File: src/rtl/control_sequencer.sv
// -----------------------------------------------------------------------------
// control_sequencer
//
// Hardwired fetch/decode/execute control unit for the Mini SRC System block.
// A step counter (T0..T7) plus a terminal HALT state walks every instruction
// through a common three-step fetch and an opcode-specific execute sequence.
// The control word is decoded combinationally from the current step and the
// opcode field IR[31:27], so each control strobe is valid for one full Clock
// period.
//
// Ports
//   Clock            in   system clock, rising edge active
//   clear            in   asynchronous active-low reset
//   IR               in   instruction register, opcode = IR[31:27]
//   con_ff_bit       in   branch condition flip-flop
//   HIout..Cout      out  bus drivers (at most one per cycle)
//   MARin..outport_in out register load enables
//   Gra/Grb/Grc      out  register-field select for the select/encode logic
//   Rin/Rout/BAout   out  register-file load / drive / base-address drive
//   opcode           out  ALU operation select
//   IncPC            out  ALU PC+1 mode
//   Mem_Read         out  MDR source select / RAM read
//   Mem_Write        out  RAM write
//   Mem_enable512x32 out  RAM enable
//   run              out  high while not halted and not in reset
// -----------------------------------------------------------------------------
module control_sequencer #(
  parameter int         DATA_WIDTH = 32,
  parameter logic [4:0] OP_ADD     = 5'b00011
) (
  input  logic                  Clock,
  input  logic                  clear,
  input  logic [DATA_WIDTH-1:0] IR,
  input  logic                  con_ff_bit,
  // bus drivers
  output logic                  HIout,
  output logic                  LOout,
  output logic                  Zhi_out,
  output logic                  Zlo_out,
  output logic                  PCout,
  output logic                  MDRout,
  output logic                  Inport_out,
  output logic                  Cout,
  // register loads
  output logic                  MARin,
  output logic                  Zin,
  output logic                  PCin,
  output logic                  MDRin,
  output logic                  IRin,
  output logic                  Yin,
  output logic                  HIin,
  output logic                  LOin,
  output logic                  CONin,
  output logic                  outport_in,
  // register select / encode
  output logic                  Gra,
  output logic                  Grb,
  output logic                  Grc,
  output logic                  Rin,
  output logic                  Rout,
  output logic                  BAout,
  // ALU
  output logic [4:0]            opcode,
  output logic                  IncPC,
  // memory
  output logic                  Mem_Read,
  output logic                  Mem_Write,
  output logic                  Mem_enable512x32,
  // status
  output logic                  run
);

  // Opcodes that get individual treatment; ranges are handled in the decode.
  localparam logic [4:0] OPC_LD   = 5'b00000;
  localparam logic [4:0] OPC_LDI  = 5'b00001;
  localparam logic [4:0] OPC_ST   = 5'b00010;
  localparam logic [4:0] OPC_DIV  = 5'b01111;
  localparam logic [4:0] OPC_MUL  = 5'b10000;
  localparam logic [4:0] OPC_NEG  = 5'b10001;
  localparam logic [4:0] OPC_NOT  = 5'b10010;
  localparam logic [4:0] OPC_BR   = 5'b10011;
  localparam logic [4:0] OPC_JR   = 5'b10100;
  localparam logic [4:0] OPC_JAL  = 5'b10101;
  localparam logic [4:0] OPC_IN   = 5'b10110;
  localparam logic [4:0] OPC_OUT  = 5'b10111;
  localparam logic [4:0] OPC_MFHI = 5'b11000;
  localparam logic [4:0] OPC_MFLO = 5'b11001;
  localparam logic [4:0] OPC_HALT = 5'b11011;

  typedef enum logic [3:0] {
    ST_T0   = 4'd0,
    ST_T1   = 4'd1,
    ST_T2   = 4'd2,
    ST_T3   = 4'd3,
    ST_T4   = 4'd4,
    ST_T5   = 4'd5,
    ST_T6   = 4'd6,
    ST_T7   = 4'd7,
    ST_HALT = 4'd8
  } state_t;

  state_t     state_r;
  state_t     last_s;
  logic [4:0] op_s;
  logic       unused_ir_s;

  assign op_s        = IR[DATA_WIDTH-1 -: 5];
  // Operand fields are consumed by the datapath, not by the sequencer.
  assign unused_ir_s = ^IR[DATA_WIDTH-6:0];

  // Final execute step of each opcode; after it the counter wraps to T0.
  // Undefined opcodes, nop and halt all end at T3.
  function automatic state_t last_step(input logic [4:0] op);
    state_t s;
    case (op) inside
      [5'd3:5'd14]:              s = ST_T5;  // 3-register ALU and immediates
      OPC_LDI:                   s = ST_T5;
      OPC_LD, OPC_ST:            s = ST_T7;
      OPC_DIV, OPC_MUL, OPC_BR:  s = ST_T6;
      OPC_NEG, OPC_NOT, OPC_JAL: s = ST_T4;
      default:                   s = ST_T3;
    endcase
    return s;
  endfunction

  assign last_s = last_step(op_s);

  // Step counter: advance one step per Clock, wrap after the last execute
  // step, never count past T7, and park in HALT until reset.
  always_ff @(posedge Clock or negedge clear) begin
    if (!clear) begin
      state_r <= ST_T0;
    end else begin
      case (state_r)
        ST_T0, ST_T1, ST_T2, ST_T3, ST_T4, ST_T5, ST_T6, ST_T7: begin
          if ((state_r == ST_T3) && (op_s == OPC_HALT)) begin
            state_r <= ST_HALT;
          end else if ((state_r == last_s) || (state_r == ST_T7)) begin
            state_r <= ST_T0;
          end else begin
            state_r <= state_t'(state_r + 4'd1);
          end
        end
        ST_HALT: state_r <= ST_HALT;
        default: state_r <= ST_T0;  // unreachable encodings recover to fetch
      endcase
    end
  end

  // Control word decode from step and opcode; everything is forced low while
  // clear is asserted so reset acts on the outputs without waiting for Clock.
  always_comb begin
    HIout            = 1'b0;
    LOout            = 1'b0;
    Zhi_out          = 1'b0;
    Zlo_out          = 1'b0;
    PCout            = 1'b0;
    MDRout           = 1'b0;
    Inport_out       = 1'b0;
    Cout             = 1'b0;
    MARin            = 1'b0;
    Zin              = 1'b0;
    PCin             = 1'b0;
    MDRin            = 1'b0;
    IRin             = 1'b0;
    Yin              = 1'b0;
    HIin             = 1'b0;
    LOin             = 1'b0;
    CONin            = 1'b0;
    outport_in       = 1'b0;
    Gra              = 1'b0;
    Grb              = 1'b0;
    Grc              = 1'b0;
    Rin              = 1'b0;
    Rout             = 1'b0;
    BAout            = 1'b0;
    opcode           = 5'b00000;
    IncPC            = 1'b0;
    Mem_Read         = 1'b0;
    Mem_Write        = 1'b0;
    Mem_enable512x32 = 1'b0;
    run              = 1'b0;

    if (clear) begin
      run = (state_r != ST_HALT);
      case (state_r)
        ST_T0: begin
          PCout = 1'b1; IncPC = 1'b1; MARin = 1'b1; Zin = 1'b1;
        end
        ST_T1: begin
          Zlo_out = 1'b1; PCin = 1'b1; MDRin = 1'b1;
          Mem_Read = 1'b1; Mem_enable512x32 = 1'b1;
        end
        ST_T2: begin
          MDRout = 1'b1; IRin = 1'b1;
        end
        ST_T3: begin
          case (op_s) inside
            [5'd3:5'd14]: begin Grb = 1'b1; Rout = 1'b1; Yin = 1'b1; end
            OPC_NEG, OPC_NOT: begin
              Grb = 1'b1; Rout = 1'b1; opcode = op_s; Zin = 1'b1;
            end
            OPC_DIV, OPC_MUL: begin Gra = 1'b1; Rout = 1'b1; Yin = 1'b1; end
            OPC_LD, OPC_LDI, OPC_ST: begin
              Grb = 1'b1; BAout = 1'b1; Yin = 1'b1;
            end
            OPC_BR:   begin Gra = 1'b1; Rout = 1'b1; CONin = 1'b1; end
            OPC_JR:   begin Gra = 1'b1; Rout = 1'b1; PCin = 1'b1; end
            // PC was already incremented during fetch, so it is the link value.
            OPC_JAL:  begin Grb = 1'b1; Rin = 1'b1; PCout = 1'b1; end
            OPC_IN:   begin Gra = 1'b1; Rin = 1'b1; Inport_out = 1'b1; end
            OPC_OUT:  begin Gra = 1'b1; Rout = 1'b1; outport_in = 1'b1; end
            OPC_MFHI: begin HIout = 1'b1; Gra = 1'b1; Rin = 1'b1; end
            OPC_MFLO: begin LOout = 1'b1; Gra = 1'b1; Rin = 1'b1; end
            default:  begin end  // nop, halt, undefined: empty step
          endcase
        end
        ST_T4: begin
          case (op_s) inside
            [5'd3:5'd11]: begin
              Grc = 1'b1; Rout = 1'b1; opcode = op_s; Zin = 1'b1;
            end
            [5'd12:5'd14]: begin Cout = 1'b1; opcode = op_s; Zin = 1'b1; end
            OPC_NEG, OPC_NOT: begin Zlo_out = 1'b1; Gra = 1'b1; Rin = 1'b1; end
            OPC_DIV, OPC_MUL: begin
              Grb = 1'b1; Rout = 1'b1; opcode = op_s; Zin = 1'b1;
            end
            OPC_LD, OPC_LDI, OPC_ST: begin
              Cout = 1'b1; opcode = OP_ADD; Zin = 1'b1;
            end
            OPC_BR:  begin PCout = 1'b1; Yin = 1'b1; end
            OPC_JAL: begin Gra = 1'b1; Rout = 1'b1; PCin = 1'b1; end
            default: begin end
          endcase
        end
        ST_T5: begin
          case (op_s) inside
            [5'd3:5'd14], OPC_LDI: begin
              Zlo_out = 1'b1; Gra = 1'b1; Rin = 1'b1;
            end
            OPC_DIV, OPC_MUL: begin Zlo_out = 1'b1; LOin = 1'b1; end
            OPC_LD, OPC_ST:   begin Zlo_out = 1'b1; MARin = 1'b1; end
            OPC_BR: begin Cout = 1'b1; opcode = OP_ADD; Zin = 1'b1; end
            default: begin end
          endcase
        end
        ST_T6: begin
          case (op_s)
            OPC_DIV, OPC_MUL: begin Zhi_out = 1'b1; HIin = 1'b1; end
            OPC_LD: begin
              Mem_Read = 1'b1; Mem_enable512x32 = 1'b1; MDRin = 1'b1;
            end
            // Mem_Read stays low so MDR loads from the bus rather than RAM.
            OPC_ST: begin Gra = 1'b1; Rout = 1'b1; MDRin = 1'b1; end
            // Branch always spends this cycle; the PC only loads when taken.
            OPC_BR: begin
              if (con_ff_bit) begin
                Zlo_out = 1'b1; PCin = 1'b1;
              end else begin
                PCin = 1'b0;
              end
            end
            default: begin end
          endcase
        end
        ST_T7: begin
          case (op_s)
            OPC_LD:  begin MDRout = 1'b1; Gra = 1'b1; Rin = 1'b1; end
            OPC_ST:  begin Mem_Write = 1'b1; Mem_enable512x32 = 1'b1; end
            default: begin end
          endcase
        end
        default: begin end  // HALT: everything low, run already low
      endcase
    end else begin
      run = 1'b0;
    end
  end

endmodule

File: config.mk
export PLATFORM = sky130hd
export DESIGN_NAME = control_sequencer
export DESIGN_NICKNAME = d
export VERILOG_FILES = /design/src/rtl/control_sequencer.sv
export SDC_FILE = /design/constraint.sdc
export NUM_CORES = 1
export LEC_CHECK = 0
export ABC_AREA = 0
export CORE_UTILIZATION = 38
export CTS_BUF_LIST = sky130_fd_sc_hd__clkbuf_8
export CTS_CLUSTER_DIAMETER = 200
export DETAILED_ROUTE_END_ITERATION = 10
export GPL_ROUTABILITY_DRIVEN = 0
export MAX_ROUTING_LAYER = met4
export PLACE_DENSITY_LB_ADDON = 0.12
export REMOVE_ABC_BUFFERS = 1
export SYNTH_ARGS = -nofsm -noshare
export SYNTH_HDL_FRONTEND = slang
export SYNTH_SLANG_ARGS = --single-unit
File: constraint.sdc
create_clock -name Clock -period 2.1 [get_ports Clock]
set_clock_uncertainty 0.1 [all_clocks]
set_input_delay 0.315 -clock Clock [delete_from_list [all_inputs] [get_ports Clock]]
set_output_delay 0.315 -clock Clock [all_outputs]
set_load 0.05 [all_outputs]
==> results.ini, run 1 <==
[place]
dp_hpwl_mm = 4.80
placed_area_um2 = 2760
port-buffer-count = 41

[floorplan]
row_count = 21
io_pins = 69
start_util = 0.404
die_x_um = 62.3
die_y_um = 62.3

[synth]
muxShareOfSynthArea = 0
synth_ff_type = dfrtp_1
yosysWarnings = 0
synthArstFlopShare = 1.00
synth_top_family_by_area = simple AND/OR/NAND/NOR gates
synth_commonest_cells = nand2_1 (23), nor2_1 (18), a21oi_1 (10), nand3_1 (10)
synth.distinct_cells = 59
synth_edf_count = 0
synth_top_area_frac = 0.0725
syn_area_um2 = 1380
syn_avg_cell_area_um2 = 6.52
yosys.area_share.simple = 0.429
yosysSeqAreaShare = 0.0725
syn-instance-count = 212
synth-xor-area-share = 0.0245
synth_area_leaders = dfrtp_1 (7.2%), nand2_1 (6.3%), nor2_1 (4.9%)
synth-compound-area-share = 0.335
synthAdderAreaFrac = 0.0362
yosysTopAreaCell = dfrtp_1
yosysMostFrequentCell = nand2_1
synth-seq-cells = 4

[clock_network]
postCtsHoldBufs = 0
clockBufferDepth = 2
cts.repair.resized = 136
clock_sinks = 4
cts_made_buffers = 3
root_buffer = clkbuf_8
htreeDepth = 1
cts_setup_buffers = 29

[status]
lastStage = clock tree synthesis
outcome = stopped before the end
error_line = [ERROR DPL-0038] Utilization greater than 100%, impossible to legalize

## logic make-up after synthesis
family                     Yosys count
xor gates and xnor gates             3
buffers and inverters               30
AOI/OAI and AO/OA                   62
DFF                                  4
adders and majority gates            4
and+or+nand+nor                    109
## per-stage QoR
| stage | util | cells | setup WS, ps | hold slack [ps] |
|---|---|---|---|---|
| 2_1_floorplan | - | 189 | -1410 | -80.6 |
| 3_3_place_gp | 0.807 | 367 | -553 | 643 |
| 3_5_place_dp | 0.807 | 367 | -598 | 650 |
==> run 2, diff against run 1 <==
==> config.mk (replaced) <==
export PLATFORM = sky130hd
export DESIGN_NAME = control_sequencer
export DESIGN_NICKNAME = d
export VERILOG_FILES = /design/src/rtl/control_sequencer.sv
export SDC_FILE = /design/constraint.sdc
export NUM_CORES = 1
export LEC_CHECK = 0
export ABC_AREA = 0
export CORE_UTILIZATION = 30
export DETAILED_ROUTE_END_ITERATION = 10
export GPL_ROUTABILITY_DRIVEN = 0
export PLACE_DENSITY_LB_ADDON = 0.15
export REMOVE_ABC_BUFFERS = 1
export SYNTH_ARGS = -nofsm -noshare
export SYNTH_HDL_FRONTEND = slang
export SYNTH_SLANG_ARGS = --single-unit
==> constraint.sdc (replaced) <==
create_clock -name Clock -period 2.7 [get_ports Clock]
set_clock_uncertainty 0.1 [all_clocks]
set_input_delay 0.405 -clock Clock [delete_from_list [all_inputs] [get_ports Clock]]
set_output_delay 0.405 -clock Clock [all_outputs]
set_load 0.05 [all_outputs]
==> results.ini, run 2 <==
[status]
outcome = completed

[worst_setup_path]
path_max_fanout = 10
worst_setup_path_start_kind = flip-flop
required_ps = 2190
crit_type = reg2out
cp.arrival_ps = 2130
endpoint_kind = output pin

[clock_network]
clockBufferDepth = 2  ; unchanged
tritoncts = yes
cts_made_buffers = 3  ; unchanged
cts_setup_buffers = 0  ; -100%
root_buffer = clkbuf_8
clkLatencyLatePin_ps = 220
postCtsHoldBufs = 0  ; unchanged
clk_pin_slew_ps = 30
htreeDepth = 1  ; unchanged
clock_sinks = 4  ; unchanged

[floorplan]
row_count = 24  ; +14%
dieArea_um2 = 4880
die_x_um = 69.9  ; +12%
start_util = 0.315  ; -0.0893
design.core.area_um2 = 4380
die_y_um = 69.9  ; +12%
io_pins = 69  ; unchanged

[synth]
synthAdderAreaFrac = 0.0362  ; unchanged
yosysSeqAreaShare = 0.0725  ; unchanged
synth-xor-area-share = 0.0245  ; unchanged
yosysTopAreaCell = dfrtp_1
yosysMostFrequentCell = nand2_1
synth_commonest_cells = nand2_1 (23), nor2_1 (18), a21oi_1 (10), nand3_1 (10)
synth-seq-cells = 4  ; unchanged
synth_edf_count = 0  ; unchanged
syn-instance-count = 212  ; unchanged
synth_top_area_frac = 0.0725  ; unchanged
synth_area_leaders = dfrtp_1 (7.2%), nand2_1 (6.3%), nor2_1 (4.9%)
yosysWarnings = 0  ; unchanged
synth.distinct_cells = 59  ; unchanged
syn_area_um2 = 1380  ; unchanged
synthArstFlopShare = 1.00  ; unchanged
muxShareOfSynthArea = 0  ; unchanged
synth_ff_type = dfrtp_1
synth-compound-area-share = 0.335  ; unchanged
syn_avg_cell_area_um2 = 6.52  ; unchanged
yosys.area_share.simple = 0.429  ; unchanged
synth_top_family_by_area = simple AND/OR/NAND/NOR gates

[drt]
route.detailed.drc = 0
drt_iter0_markers = 166
via_per_inst = 5.66
ant_nets = 0
wl_per_cell_um = 15.6
wl_mm = 5.52
num_vias = 1999
dr.pass1.iters = 4

[layout]
drive_gt1_frac = 0.445
register_area_um2 = 101
largest_register_ffs = 4
fin_nets = 342
multi_input_area_um2 = 1230
mostFrequentLayoutCell = buf_4
layout_common_cells = buf_4 (68), buf_12 (34), nand2_1 (22), nor2_1 (18), nand3_1 (10)
reg.largest.list = state_r: 4 flops
max_flop_register = state_r
fill_cells = 397
final_area_um2 = 2720
antennaDiodeCount = 0
syn2layout_area_growth_pct = 96.6

[place]
placed_area_um2 = 2590  ; -6.0%
port-buffer-count = 41  ; unchanged
dp_hpwl_mm = 4.15  ; -13%

[worst_hold_path]
hp-class = in2async

[power_and_ir_drop]
intPower_mw = 0.220
irDropWorstVdd_v = 0.000183
clkPwrFrac = 0.386
p_switching_mw = 0.115
powerDensity_nw_per_um2 = 124
swShare = 0.343
comb_power_share = 0.434
p_leak_nw = 1.12
power_frac_seq = 0.180

[sta]
maxSlewHeadroom = 0.741
finalSetupViolCount = 0
hold_viol_final = 0
timing.fmax_ghz = 0.379
rsz0062_at_grt = yes
hold-worst-slack_ps = 446
slew_viol_final = 0
fin_crit_ps = 2640
worst_slew_pin_slew_ps = 385
finalSetupTns_ps = 0
fin_crit_sh = 0.977

[global_route]
grt_max_degree = 19
grt.total_usage = 0.228
grt_pass1_wl_mm = 9.27
grt_pass1_vias = 1943
grt_overflow = 0
antenna_found_initial = 0

[run]
drv_cap = 0

[run 2: cell counts after synthesis]
No cell type changed its count.
[run 2: layout make-up]
cell class	count	share of cell area
sequential	4	0.0373
clock buffer	3	0.0152
multi-input combinational	178	0.453
inverter	7	0.00968
timing repair buffer	109	0.461
tap	52	0.0240
[run 2: routing by layer]
layer  wire (um)  global-route usage
met3         424              0.0346
met1        2330               0.302
met2        2650               0.373
met4         113              0.0844
met5           0                   0
[run 2: path summary, 6_finish.rpt]
check	from	end	slack, ps	cells past startpoint
worst max-delay path	state_r[2]	PCout	60	6
max in group asynchronous	clear	state_r[1]	1880	2
worst max register to register	state_r[0]	state_r[3]	610	8
min in group Clock	state_r[1]	state_r[3]	600	2
worst min register to register	state_r[1]	state_r[3]	600	2
worst min-delay path	clear	state_r[2]	450	2
[run 2: cell families after synthesis]
group,Yosys count
AO/OA/AOI/OAI,62
flip-flops,4
adder cells (fa/ha/maj),4
XOR/XNOR,3
AND/OR/NAND/NOR,109
buffers and inverters,30
[run 2: worst max-delay path, cell delays in order (launching register included)]
cell     delay (ps)
dfrtp_1         480
nor2_2          200
nand2_1         190
or3_1           350
a211o_1         330
a21oi_2         210
buf_12          160
[run 2: repair_timing]
item / 4_1_cts / 5_1_grt
endpoints found under the hold margin: 0 / 0
gates resized for setup: 14 / 11
setup endpoints to repair: 19 / 14
pin swaps: 4 / 3
gates cloned: 0 / 0
[run 2: through the flow]
step / utilization / cells / power [mW] / setup WS, ps
global route: 0.619 / 353 / 0.349 / -81.2
floorplan: - / 189 / 0.108 / -898
finish: 0.619 / 353 / 0.335 / 62.2
global placement: 0.591 / 350 / 0.198 / -178
CTS: 0.613 / 353 / 0.331 / 9.39
detailed placement: 0.591 / 350 / 0.199 / -161
[run 2: power by group through the flow]
stage	Combinational (mW)	Sequential [mW]	Clock, mW
2_1_floorplan	0.0472	0.0611	0
3_3_place_gp	0.137	0.0610	0
3_5_place_dp	0.138	0.0610	0
4_1_cts	0.142	0.0604	0.129
5_1_grt	0.157	0.0603	0.131
6_report	0.146	0.0603	0.130
No activity file was read; power rests on OpenSTA's default activity.
